**src/rtl/alu_vec_compare.sv**
```systemverilog
// Field-wise comparison of actual ALU results against the expected ones.
module alu_vec_compare #(
  parameter int WIDTH = 16
) (
  input  logic [WIDTH-1:0] act_out,
  input  logic             act_zr,
  input  logic             act_ng,
  input  logic [WIDTH-1:0] exp_out,
  input  logic             exp_zr,
  input  logic             exp_ng,
  output logic [2:0]       match
);

  // {out_ok, zr_ok, ng_ok}
  always_comb begin
    match = {act_out == exp_out, act_zr == exp_zr, act_ng == exp_ng};
  end

endmodule

```
**config.mk**
```make
export PLATFORM = sky130hd
export DESIGN_NAME = alu_vec_compare
export DESIGN_NICKNAME = d
export VERILOG_FILES = /design/src/rtl/alu_vec_compare.sv
export SDC_FILE = /design/constraint.sdc
export NUM_CORES = 1
export LEC_CHECK = 0
export ABC_AREA = 1
export ABC_CLOCK_PERIOD_IN_PS = 800
export CAP_MARGIN = 0
export CORE_AREA = 3 3 40 42
export DETAILED_ROUTE_END_ITERATION = 10
export DIE_AREA = 0 0 43 45
export PLACE_DENSITY = 0.73
export SLEW_MARGIN = 0
export SYNTH_ARGS = -nofsm -noshare
export SYNTH_HDL_FRONTEND = slang
export SYNTH_SLANG_ARGS = --single-unit
export TNS_END_PERCENT = 30
```
**constraint.sdc**
```tcl
create_clock -name vclk -period 0.8
set_clock_uncertainty 0.2 [all_clocks]
set_input_delay 0.08 -clock vclk [all_inputs]
set_output_delay 0.08 -clock vclk [all_outputs]
set_load 0.02 [all_outputs]
```
* Word level (Yosys, flattened, before mapping)
Index checks and enable logic that the tools add are counted.
Storage, ports and cells: bits in registers 0, input bits 36, output and inout bits 3, logic and storage cells 3
Operators by class: equality and inequality tests 3
Operator list (number):
- 16-bit == test | 1
- 1-bit == test | 2

* Depth between registers and ports, before layout
word-level depth 1, mapped depth 7

* Worst setup path before layout
Ideal clock, no wire load.
kind input-to-output, from in exp_out[15], to out match[2], arrival time 696 ps, setup slack -176 ps, cell stages on the path 5, cell sequence xnor2_1 > nand2_1 > nor2_1 > nand2_1 > nor2_1
Between the ends: longest elaborated chain between the ends 1
RTL lines:
- start, declared | line 8 | input logic [WIDTH-1:0] exp_out,
- 16-bit == test | line 16 | match = {act_out == exp_out, act_zr == exp_zr, act_ng == exp_ng};
- end, declared | line 11 | output logic [2:0] match
Every way passes these cells.

* Final worst setup path
from in act_out[6], to out match[2]
Between the ends: longest elaborated chain between the ends 1
RTL lines:
- start, declared | line 5 | input logic [WIDTH-1:0] act_out,
- 16-bit == test | line 16
Every way passes these cells.

==> results.md <==
- Post-Syn Area: 264 sq um
- Cell family with most CP delay: simple AND/OR/NAND/NOR gates
- Drt initial violations: 0
- Worst Tran Pin Value: about 0.13 ns
- Wire length per cell: 7.76 um
- Arrival time of the worst setup path: 0.79 ns
- GPL Wtd Cong: 0.585
- Vias in the first global route: just over 400
- Vias: 425
- Biggest area consumer among synthesized cells: xnor2_1
- Gr usage total: 9.79%
- Total grt overflow: 0
- Die Y: 45 um
- Final WL: 830 um
- PD cells: around 500 nW/um^2
- Leakage: 0.366 nW
- FFs & Latches: 0
- RSZ-0062 raised after global routing: yes
- Worst Hold Depth: 3
- Seq pwr share: 0%
- Top-area cell type share of the netlist area: 43.1%
- Maxcap violations: 0
- Type of the most critical hold path: input port to output pin
- Die footprint: 1940 sq um
- Register Area: 0 sq um
- Most common cell in the netlist: nand2_1
- DRT Pass-1 Iters: 1
- Setup WS post-layout: -0.270 ns
- Req. time, crit path: 0.52 ns
- Worst-path cell chain: buf_2, xnor2_1, nand2_1, nor2_1, nand2_1, nor2_4, buf_6
- Setup crit start kind: input port
- Register area share after synthesis: 0%
- Fillers: 155
- Clock buffers: 0
- Final period util: 134%
- Worst setup EP type: output pin
- Syn avg cell area: between 4 and 5 sq um
- Antenna-violating nets left: 0
- Synth cell types: 4
- Dpl cell area: around 710 sq um
- Clock group share of total power: 0%
- WS Path Type: input port to output pin
- Synth area leaders: xnor2_1 (43%), nand2_1 (36%), inv_1 (14%)
- CP dominant cell by count: nand2_1
- Residual DRC: 0
- Non-filler instance count after layout: 107
- Slowest stage delay, CP: 0.14 ns
- Num rows: 13
- Via-per-instance ratio: 3.97
- Mapped Cells: 53
- Outcome: finished, violations left
- Sw Ratio: a little under two fifths
- Largest net degree at the start of global routing: 3
- Max-slew headroom: 91.3%
- Die width: 43 um
- Hold buffer count at cts: 0
- Share of layout cells above drive strength 1: 57.6%
- Net count after synthesis: 89
- Final period demand of the worst path: 1.07 ns
- Critical path's slowest cell: xnor2_1
- First-pass GRT wire length: 1590 um
- Maximum vdd drop: around 0.00017 V
- Starting Density: 20.5%
- Fmax: 934 MHz
- Total internal power: between 150 and 200 uW
- CP Buf/Inv Count: 2
- HPWL after detailed placement: 761 um
- I/O pin total: 39
- Antenna violations before repair: 0
- Final net count: 130
- Instance count on the critical path: 7
- Number of diodes: 0
- Core Box Area: 1280 sq um
- DP Cell Count: 107
- Final instance area: about 630 sq um
- Endpoints failing setup: 2
- Sw power: 119 uW
- Endpoints failing hold: 0
- Critical path fanouts, max: 1
- Buffers on Ports: 39
- Synth Warn #: 0
- Failing checks: negative setup slack
- Hold slack final: 0.258 ns
- Comb pwr share: 100.0%
- Layout area overhead: 139%
- Count of pins over their slew limit: 0
- Synth cell count leaders: nand2_1 (25), xnor2_1 (13), inv_1 (10), nor2_1 (5)
[worst paths after layout]
| path | startpoint | to |
|---|---|---|
| setup / recovery | act_out[6] | match[2] |
| hold / removal | exp_ng | match[0] |
[metal layers]
metal	global-route usage, %	routed length (um)	up-vias
met3	1.20	118	0
met2	17.7	401	28
met5	0	0	-
met4	0	0	0
met1	13.4	310	169
li1	-	-	228
[tightest hold or removal path: cells and delay by family]
family	cells	cell delay, ns
buf+inv	2	0.25
xor+xnor	1	0.05
[cells by family (layout without fill, tap and decap cells)]
family        after synthesis  count (layout)  synth area share, %
xor+xnor                   13              13                 43.1
buf+inv                    10              49                 14.2
simple gates               30              30                 42.7
[placed cells by master, fill, tap and decap left out, drive strengths merged]
master	synthesis	layout
inv	10	10
clkdlybuf4s15	0	2
nand2	25	25
xnor2	13	13
buf	0	35
clkbuf	0	2
nor2	5	5
[power groups by stage]
| stage | Combinational, mW | Clock (mW) | Sequential (mW) |
|---|---|---|---|
| global route | 0.350 | 0 | 0 |
| detailed placement | 0.354 | 0 | 0 |
| floorplan | 0.129 | 0 | 0 |
| CTS | 0.284 | 0 | 0 |
| global placement | 0.349 | 0 | 0 |
| finish | 0.314 | 0 | 0 |
[cell type report]
cell class                 instances  area (sq um)  share of cell area, %
inverter                          10          37.5                   5.95
multi-input combinational         43           302                   47.8
tap                               15          18.8                   2.98
timing repair buffer              39           273                   43.3
[stage by stage]
step	utilization [%]	TNS, ns	worst slack [ns]	total power [mW]
6_report	49.1	-0.316	-0.270	0.314
5_1_grt	49.1	-0.438	-0.358	0.350
4_1_cts	44.6	-0.662	-0.307	0.284
3_5_place_dp	55.3	-2.67	-1.14	0.354
3_3_place_gp	55.3	-2.65	-1.14	0.349
2_1_floorplan	-	-0.0739	-0.0739	0.129
[repair_timing]
action / in CTS / in global routing
hold endpoints to repair: 0 / 0
pin swaps: 28 / 15
buffers inserted: 0 / 0
gates resized for setup: 145 / 20
gates cloned: 0 / 0
setup endpoints to repair: 3 / 3
Power figures use the tool's default switching activity.
